**src/rtl/cpu_mem_sequencer_if.sv**
```systemverilog
// Command and byte-memory bus between the 6502 control unit, the memory
// sequencer and CPU memory. slave = sequencer view, master = surrounding logic.
interface cpu_mem_sequencer_if;
    logic        cmd_valid;
    logic        cmd_ready;
    logic [2:0]  cmd_op;
    logic [15:0] cmd_addr;
    logic [15:0] cmd_wdata;
    logic        cmd_pagewrap;

    logic [15:0] mem_addr;
    logic        mem_rd;
    logic        mem_wr;
    logic [7:0]  mem_wdata;
    logic [7:0]  mem_rdata;
    logic        mem_rdy;

    logic [15:0] mdr;
    logic        done;
    logic        busy;

    modport slave (
        input  cmd_valid, cmd_op, cmd_addr, cmd_wdata, cmd_pagewrap,
        output cmd_ready,
        output mem_addr, mem_rd, mem_wr, mem_wdata,
        input  mem_rdata, mem_rdy,
        output mdr, done, busy
    );

    modport master (
        output cmd_valid, cmd_op, cmd_addr, cmd_wdata, cmd_pagewrap,
        input  cmd_ready,
        input  mem_addr, mem_rd, mem_wr, mem_wdata,
        output mem_rdata, mem_rdy,
        input  mdr, done, busy
    );
endinterface

```
**src/rtl/cpu_mem_sequencer.sv**
```systemverilog
// Byte-wide memory access sequencer: runs 1- or 2-byte read/write commands
// against CPU memory and assembles the little-endian 16-bit MDR.
module cpu_mem_sequencer #(
    parameter int unsigned RD_LATENCY = 1
) (
    input  logic                CLK,
    input  logic                RESET,
    cpu_mem_sequencer_if.slave  bus
);

    localparam int unsigned CNT_W  = 3;
    localparam int unsigned ADDR_W = 16;
    localparam int unsigned DATA_W = 16;
    localparam int unsigned BYTE_W = 8;

    localparam logic [2:0] OP_KEEP   = 3'b000;
    localparam logic [2:0] OP_READ1  = 3'b001;
    localparam logic [2:0] OP_READ2  = 3'b010;
    localparam logic [2:0] OP_WRITE1 = 3'b011;
    localparam logic [2:0] OP_WRITE2 = 3'b100;

    typedef enum logic [2:0] {
        S_IDLE,
        S_LO_REQ,
        S_LO_WAIT,
        S_HI_REQ,
        S_HI_WAIT
    } state_e;

    typedef struct packed {
        logic [2:0]        op;
        logic [ADDR_W-1:0] addr;
        logic [DATA_W-1:0] wdata;
        logic              pagewrap;
    } cmd_t;

    state_e            state_q, state_d;
    cmd_t              cmd_q, cmd_d;
    logic [CNT_W-1:0]  cnt_q, cnt_d;
    logic [DATA_W-1:0] mdr_q, mdr_d;
    logic              done_q, done_d;
    logic              busy_q, busy_d;
    logic              ready_q, ready_d;
    logic [ADDR_W-1:0] mem_addr_q, mem_addr_d;
    logic              mem_rd_q, mem_rd_d;
    logic              mem_wr_q, mem_wr_d;
    logic [BYTE_W-1:0] mem_wdata_q, mem_wdata_d;

    logic [2:0]        op_in_c;
    logic [ADDR_W-1:0] addr2_c;

    function automatic logic is_read(input logic [2:0] op);
        return (op == OP_READ1) || (op == OP_READ2);
    endfunction

    // Second byte address; pagewrap reproduces the indirect-JMP carry bug.
    assign addr2_c = cmd_q.pagewrap
                   ? {cmd_q.addr[15:8], cmd_q.addr[7:0] + 8'd1}
                   : cmd_q.addr + 16'd1;

    always_ff @(posedge CLK) begin
        if (RESET) begin
            state_q     <= S_IDLE;
            cmd_q       <= '0;
            cnt_q       <= '0;
            mdr_q       <= '0;
            done_q      <= 1'b0;
            busy_q      <= 1'b0;
            ready_q     <= 1'b1;
            mem_addr_q  <= '0;
            mem_rd_q    <= 1'b0;
            mem_wr_q    <= 1'b0;
            mem_wdata_q <= '0;
        end else begin
            state_q     <= state_d;
            cmd_q       <= cmd_d;
            cnt_q       <= cnt_d;
            mdr_q       <= mdr_d;
            done_q      <= done_d;
            busy_q      <= busy_d;
            ready_q     <= ready_d;
            mem_addr_q  <= mem_addr_d;
            mem_rd_q    <= mem_rd_d;
            mem_wr_q    <= mem_wr_d;
            mem_wdata_q <= mem_wdata_d;
        end
    end

    // Next state and next registered outputs.
    always_comb begin
        state_d     = state_q;
        cmd_d       = cmd_q;
        cnt_d       = cnt_q;
        mdr_d       = mdr_q;
        done_d      = 1'b0;
        mem_addr_d  = mem_addr_q;
        mem_rd_d    = 1'b0;
        mem_wr_d    = 1'b0;
        mem_wdata_d = mem_wdata_q;
        op_in_c     = (bus.cmd_op > OP_WRITE2) ? OP_KEEP : bus.cmd_op;

        unique case (state_q)
            S_IDLE: begin
                if (bus.cmd_valid) begin
                    cmd_d = '{op:       op_in_c,
                              addr:     bus.cmd_addr,
                              wdata:    bus.cmd_wdata,
                              pagewrap: bus.cmd_pagewrap};
                    if (op_in_c != OP_KEEP) begin
                        state_d    = S_LO_REQ;
                        mem_addr_d = bus.cmd_addr;
                        if (is_read(op_in_c)) begin
                            mem_rd_d = 1'b1;
                        end else begin
                            mem_wr_d    = 1'b1;
                            mem_wdata_d = bus.cmd_wdata[7:0];
                        end
                    end
                end
            end

            S_LO_REQ: begin
                if (!bus.mem_rdy) begin
                    mem_rd_d = is_read(cmd_q.op);
                    mem_wr_d = !is_read(cmd_q.op);
                end else if (is_read(cmd_q.op)) begin
                    state_d = S_LO_WAIT;
                    cnt_d   = CNT_W'(RD_LATENCY);
                end else if (cmd_q.op == OP_WRITE2) begin
                    state_d     = S_HI_REQ;
                    mem_addr_d  = addr2_c;
                    mem_wr_d    = 1'b1;
                    mem_wdata_d = cmd_q.wdata[15:8];
                end else begin
                    state_d = S_IDLE;
                    done_d  = 1'b1;
                end
            end

            S_LO_WAIT: begin
                cnt_d = cnt_q - CNT_W'(1);
                if (cnt_q == CNT_W'(1)) begin
                    mdr_d[7:0] = bus.mem_rdata;
                    if (cmd_q.op == OP_READ2) begin
                        state_d    = S_HI_REQ;
                        mem_addr_d = addr2_c;
                        mem_rd_d   = 1'b1;
                    end else begin
                        mdr_d[15:8] = 8'h00;
                        state_d     = S_IDLE;
                        done_d      = 1'b1;
                    end
                end
            end

            S_HI_REQ: begin
                if (!bus.mem_rdy) begin
                    mem_rd_d = is_read(cmd_q.op);
                    mem_wr_d = !is_read(cmd_q.op);
                end else if (is_read(cmd_q.op)) begin
                    state_d = S_HI_WAIT;
                    cnt_d   = CNT_W'(RD_LATENCY);
                end else begin
                    state_d = S_IDLE;
                    done_d  = 1'b1;
                end
            end

            S_HI_WAIT: begin
                cnt_d = cnt_q - CNT_W'(1);
                if (cnt_q == CNT_W'(1)) begin
                    mdr_d[15:8] = bus.mem_rdata;
                    state_d     = S_IDLE;
                    done_d      = 1'b1;
                end
            end

            default: begin
                state_d = S_IDLE;
            end
        endcase

        busy_d  = (state_d != S_IDLE);
        ready_d = (state_d == S_IDLE);
    end

    assign bus.cmd_ready = ready_q;
    assign bus.busy      = busy_q;
    assign bus.done      = done_q;
    assign bus.mdr       = mdr_q;
    assign bus.mem_addr  = mem_addr_q;
    assign bus.mem_rd    = mem_rd_q;
    assign bus.mem_wr    = mem_wr_q;
    assign bus.mem_wdata = mem_wdata_q;

endmodule
```
**src/flat_wrapper.sv**
```systemverilog
// flat-port wrapper written by rule: the top's interface ports become plain ports
module cpu_mem_sequencer_flat 
#(
    parameter int unsigned RD_LATENCY = 1
)
  (CLK, RESET, bus_cmd_valid, bus_cmd_op, bus_cmd_addr, bus_cmd_wdata, bus_cmd_pagewrap, bus_cmd_ready, bus_mem_addr, bus_mem_rd, bus_mem_wr, bus_mem_wdata, bus_mem_rdata, bus_mem_rdy, bus_mdr, bus_done, bus_busy);
  cpu_mem_sequencer_if bus_i ();
  input  logic CLK;
  input  logic RESET;
  input wire logic [$bits(bus_i.cmd_valid)-1:0] bus_cmd_valid;
  input wire logic [$bits(bus_i.cmd_op)-1:0] bus_cmd_op;
  input wire logic [$bits(bus_i.cmd_addr)-1:0] bus_cmd_addr;
  input wire logic [$bits(bus_i.cmd_wdata)-1:0] bus_cmd_wdata;
  input wire logic [$bits(bus_i.cmd_pagewrap)-1:0] bus_cmd_pagewrap;
  output wire logic [$bits(bus_i.cmd_ready)-1:0] bus_cmd_ready;
  output wire logic [$bits(bus_i.mem_addr)-1:0] bus_mem_addr;
  output wire logic [$bits(bus_i.mem_rd)-1:0] bus_mem_rd;
  output wire logic [$bits(bus_i.mem_wr)-1:0] bus_mem_wr;
  output wire logic [$bits(bus_i.mem_wdata)-1:0] bus_mem_wdata;
  input wire logic [$bits(bus_i.mem_rdata)-1:0] bus_mem_rdata;
  input wire logic [$bits(bus_i.mem_rdy)-1:0] bus_mem_rdy;
  output wire logic [$bits(bus_i.mdr)-1:0] bus_mdr;
  output wire logic [$bits(bus_i.done)-1:0] bus_done;
  output wire logic [$bits(bus_i.busy)-1:0] bus_busy;
  assign bus_i.cmd_valid = bus_cmd_valid;
  assign bus_i.cmd_op = bus_cmd_op;
  assign bus_i.cmd_addr = bus_cmd_addr;
  assign bus_i.cmd_wdata = bus_cmd_wdata;
  assign bus_i.cmd_pagewrap = bus_cmd_pagewrap;
  assign bus_cmd_ready = bus_i.cmd_ready;
  assign bus_mem_addr = bus_i.mem_addr;
  assign bus_mem_rd = bus_i.mem_rd;
  assign bus_mem_wr = bus_i.mem_wr;
  assign bus_mem_wdata = bus_i.mem_wdata;
  assign bus_i.mem_rdata = bus_mem_rdata;
  assign bus_i.mem_rdy = bus_mem_rdy;
  assign bus_mdr = bus_i.mdr;
  assign bus_done = bus_i.done;
  assign bus_busy = bus_i.busy;
  cpu_mem_sequencer #(.RD_LATENCY(RD_LATENCY)) u_core (.CLK(CLK), .RESET(RESET), .bus(bus_i));
endmodule
```
**config.mk**
```make
export PLATFORM = sky130hd
export DESIGN_NAME = cpu_mem_sequencer_flat
export DESIGN_NICKNAME = d
export VERILOG_FILES = /design/src/rtl/cpu_mem_sequencer_if.sv /design/src/rtl/cpu_mem_sequencer.sv /design/src/flat_wrapper.sv
export SDC_FILE = /design/constraint.sdc
export NUM_CORES = 1
export LEC_CHECK = 0
export BUFFER_PORTS_ARGS = -buffer_cell sky130_fd_sc_hd__buf_2
export CAP_MARGIN = 20
export CORE_MARGIN = 1.5
export CORE_UTILIZATION = 44
export CTS_BUF_LIST = sky130_fd_sc_hd__clkbuf_16
export DETAILED_ROUTE_END_ITERATION = 6
export PLACE_DENSITY = 0.74
export SETUP_SLACK_MARGIN = 0.05
export SYNTH_ARGS = -nofsm -noshare
export SYNTH_HDL_FRONTEND = slang
export SYNTH_SLANG_ARGS = --single-unit
```
**constraint.sdc**
```tcl
create_clock -name CLK -period 3.4 [get_ports CLK]
set_input_delay 0.34 -clock CLK [delete_from_list [all_inputs] [get_ports CLK]]
set_output_delay 0.34 -clock CLK [all_outputs]
set_load 0.005 [all_outputs]
```
==> run metrics <==
Top-Level Pins=93; number of post-CTS setup repair buffers=0; Crit Path Class=flop to flop; Layout Area Growth over Synthesis=23.6%; RD Place Congestion=0.846; adder-cell share of the synthesized area=1.05%; number of remaining DRC errors=0; Initial Util=45.8%; routed wire length per instance=~14 µm; remaining antenna violation count after routing=0; number of clock sinks seen by CTS=79; 1st-iter DRT viols=approximately 130; Register-to-Register Path Depth=5; crit-path cells=or4b_1 > buf_4 > o2bb2ai_2 > nor2_1 > a211oi_1; Worst Hold Path Cells=3; clock period minus final worst setup slack=2.36 ns; via count of the routed design=3,192; sequential cell area=~0.0016 mm²; class of the tightest hold or removal check=primary input to flop; Async SR Flop Fraction=0%; placed cell area=0.00410 mm²; synthesized-area fraction occupied by xor and xnor cells=approximately 4.7%; worst supply voltage drop on vdd=0.249 mV; worst rel slew slack=a little under half; layout cells sized above 1=24.8%; Buf+Inv Stages, Crit Path=1; worst skew pair latency=0.33 ns; number of library cell types mapped by synthesis=51; compound-cell area share of the yosys netlist=17.6%; largest net degree at the start of global routing=80; area fraction of the dominant cell type after synthesis=44.2%; clock-pin slew of the registers on the worst-case setup and hold paths=around 0.060 ns; vias in the first global route=3,140; highest net fanout along the worst path=31; CTS Buf Count=9; Gates resized, CTS repair=0; maximum clock frequency=about 420 MHz; # port buffers=92; kind of capture point of the worst setup path=flop; Post-Route Skew=0.00400 ns; data required time at the worst endpoint=3.64 ns; most instantiated flip-flop cell in the synthesis netlist=sky130_fd_sc_hd__dfxtp_1; yosys synthesis warning count=0; Total Routed Length=8390 µm; proportion of synthesized area in mux cells=5.94%; Hold Buf Count CTS=0; Layout Cell Area excl Fill=roughly 0.0044 mm²; kind of cell adding the most delay to the critical path=compound AO/OA/AOI/OAI gates; final sum of negative setup slack=0 ns; DIE WIDTH=roughly 93 µm; synthesized area per cell=approximately 8.5 µm²; DPL Wire Length=5680 µm; number of H-tree levels=3; clock buffer depth=2; Synth Net Count=473; total of fill cells in the finished design=733; Pwr Density=around 500 mW/mm²; arrival time at the worst endpoint=2.61 ns; Leakage Power=0.00179 µW; combinational family with the most area after synthesis=simple AND/OR/NAND/NOR gates; number of antenna violations at the first check in global routing=0; critical path launch point type=flop; final antenna diode count=0; Congestion Overflow GR=0; placeable core region=0.00781 mm²; row count=32; clock tree from TritonCTS=built; run status=completed; largest area contributor in the netlist=sky130_fd_sc_hd__dfxtp_1; Seq cells post-synth=79; number of logic stages on the critical path including buffering=5; RSZ-0062 raised after global routing=false; Die Outline Area=between 0.008 and 0.009 mm²; clock root buffer=sky130_fd_sc_hd__clkbuf_16; Vert. Die Dim=93.2 µm; post-detailed-route via-to-cell ratio=around 5.2; multi-input logic area=0.00187 mm²; count of final hold-check violations=0; share of the clock period used by the worst path after layout=between 60 and 70%; Mapped Area=0.00358 mm²; number of iterations in the first detailed-routing pass=4; number of enable flip-flop cells after synthesis=0; Max Transition Viols Final=0; overall fraction of global-route tracks in use=around 20%; sequential-to-total area share from yosys stat=approximately 44%; global-route wire length before repair=14,100 µm; number of endpoints failing setup at the final stage=0; synthesized netlist cell count=approximately 420; transition time of the tightest slew-check pin=0.796 ns; maxcap violations=0; top post-synthesis cells by area=sky130_fd_sc_hd__dfxtp_1, sky130_fd_sc_hd__nand2_1, sky130_fd_sc_hd__a21oi_1; cell at the slowest stage of the critical path=sky130_fd_sc_hd__or4b_1; post-layout net count=~560; simple-gate share of the synthesized area=22.3%; CP max stage delay=roughly 0.63 ns; WHS=~0.24 ns
[power breakdown]
part           leakage (µW)  switching (µW)  internal, µW  total (µW)
Sequential         0.000645            37.2           971        1010
Clock              0.000155             369           637        1010
Combinational      0.000987             141           114         255
[cells by family (layout without fill, tap and decap cells)]
kind of cell | count (synthesis) | count (layout)
and+or+nand+nor | 170 | 170
adders and majority gates | 3 | 3
muxes | 21 | 21
AOI/OAI and AO/OA | 96 | 96
buffers and inverters | 34 | 121
xor gates and xnor gates | 19 | 19
DFF | 79 | 79
[final timing paths]
| kind | start | end | slack (ns) |
|---|---|---|---|
| worst min-delay path | bus_cmd_wdata[11] | u_core.cmd_q[12] | 0.24 |
| worst max register to register | u_core.state_q[1] | u_core.bus.mem_wdata[7] | 1.04 |
| worst max-delay path | u_core.state_q[1] | u_core.bus.mem_wdata[7] | 1.04 |
| worst min register to register | u_core.cmd_q[11] | u_core.cmd_q[11] | 0.45 |
[cell type report]
cell class / instances / share of cell area, %
well taps: 102 / 2.89
clock buffers: 9 / 5.09
repair buffers: 97 / 11.4
multi-input cells: 309 / 42.2
inverters: 8 / 0.679
clock inverters: 7 / 1.95
flip-flops and latches: 79 / 35.8
[cell usage in the layout (no fill, tap or decap), drive strengths merged, types with 4 or more instances in the layout]
cell | synthesis | routed
nor4 | 6 | 6
a21oi | 48 | 48
nand2 | 74 | 74
xor2 | 6 | 6
dfxtp | 79 | 79
nand3 | 6 | 6
mux2i | 19 | 19
nor2 | 49 | 49
clkbuf | 15 | 9
clkinv | 0 | 4
xnor2 | 13 | 13
a211oi | 10 | 10
nor3 | 10 | 10
a211o | 13 | 13
buf | 11 | 97
inv | 8 | 9
a22oi | 9 | 9
[tightest hold or removal path: cells and delay by family]
family / cells / cell delay (ns)
AO/OA/AOI/OAI: 1 / 0.05
buffers and inverters: 1 / 0.10
AND/OR/NAND/NOR: 1 / 0.04
[flip-flops by register name, indices dropped and copies added, names as in the netlist, 3 cells and up]
| name | cells |
|---|---|
| u_core.bus.mem_addr | 16 |
| u_core.cnt_q | 3 |
| u_core.bus.mdr | 16 |
| u_core.state_q | 3 |
| u_core.cmd_q | 28 |
| u_core.bus.mem_wdata | 8 |
[per-stage QoR]
| stage | setup slack (ns) | utilization (%) | total power, µW | instances |
|---|---|---|---|---|
| finish | 1.04 | 56.6 | 2270 | 611 |
| detailed placement | 0.809 | 52.5 | 1280 | 594 |
| CTS | 0.793 | 56.4 | 2280 | 610 |
| global route | 0.762 | 56.6 | 2370 | 611 |
| floorplan | 1.46 | - | 1190 | 422 |
| global placement | 0.913 | 52.5 | 1270 | 594 |
[cell usage after synthesis, drive strengths merged, types with 2 or more instances]
| cell | instances |
|---|---|
| a211o | 13 |
| a211oi | 10 |
| a21oi | 48 |
| a22oi | 9 |
| and3 | 2 |
| buf | 11 |
| clkbuf | 15 |
| dfxtp | 79 |
| ha | 3 |
| inv | 8 |
| mux2 | 2 |
| mux2i | 19 |
| nand2 | 74 |
| nand2b | 3 |
| nand3 | 6 |
| nand3b | 3 |
| nand4 | 3 |
| nor2 | 49 |
| nor2b | 3 |
| nor3 | 10 |
| nor3b | 3 |
| nor4 | 6 |
| nor4b | 2 |
| o21a | 2 |
| o21ai | 3 |
| or3b | 2 |
| or4b | 3 |
| xnor2 | 13 |
| xor2 | 6 |
[layer usage]
metal | wire (µm) | global-route usage [%]
met2 | 4100 | 34.8
met1 | 3750 | 24.1
met5 | 0 | 0
met3 | 373 | 4.23
met4 | 167 | 8.84
Note: power is estimated with default switching activity, not from simulation.
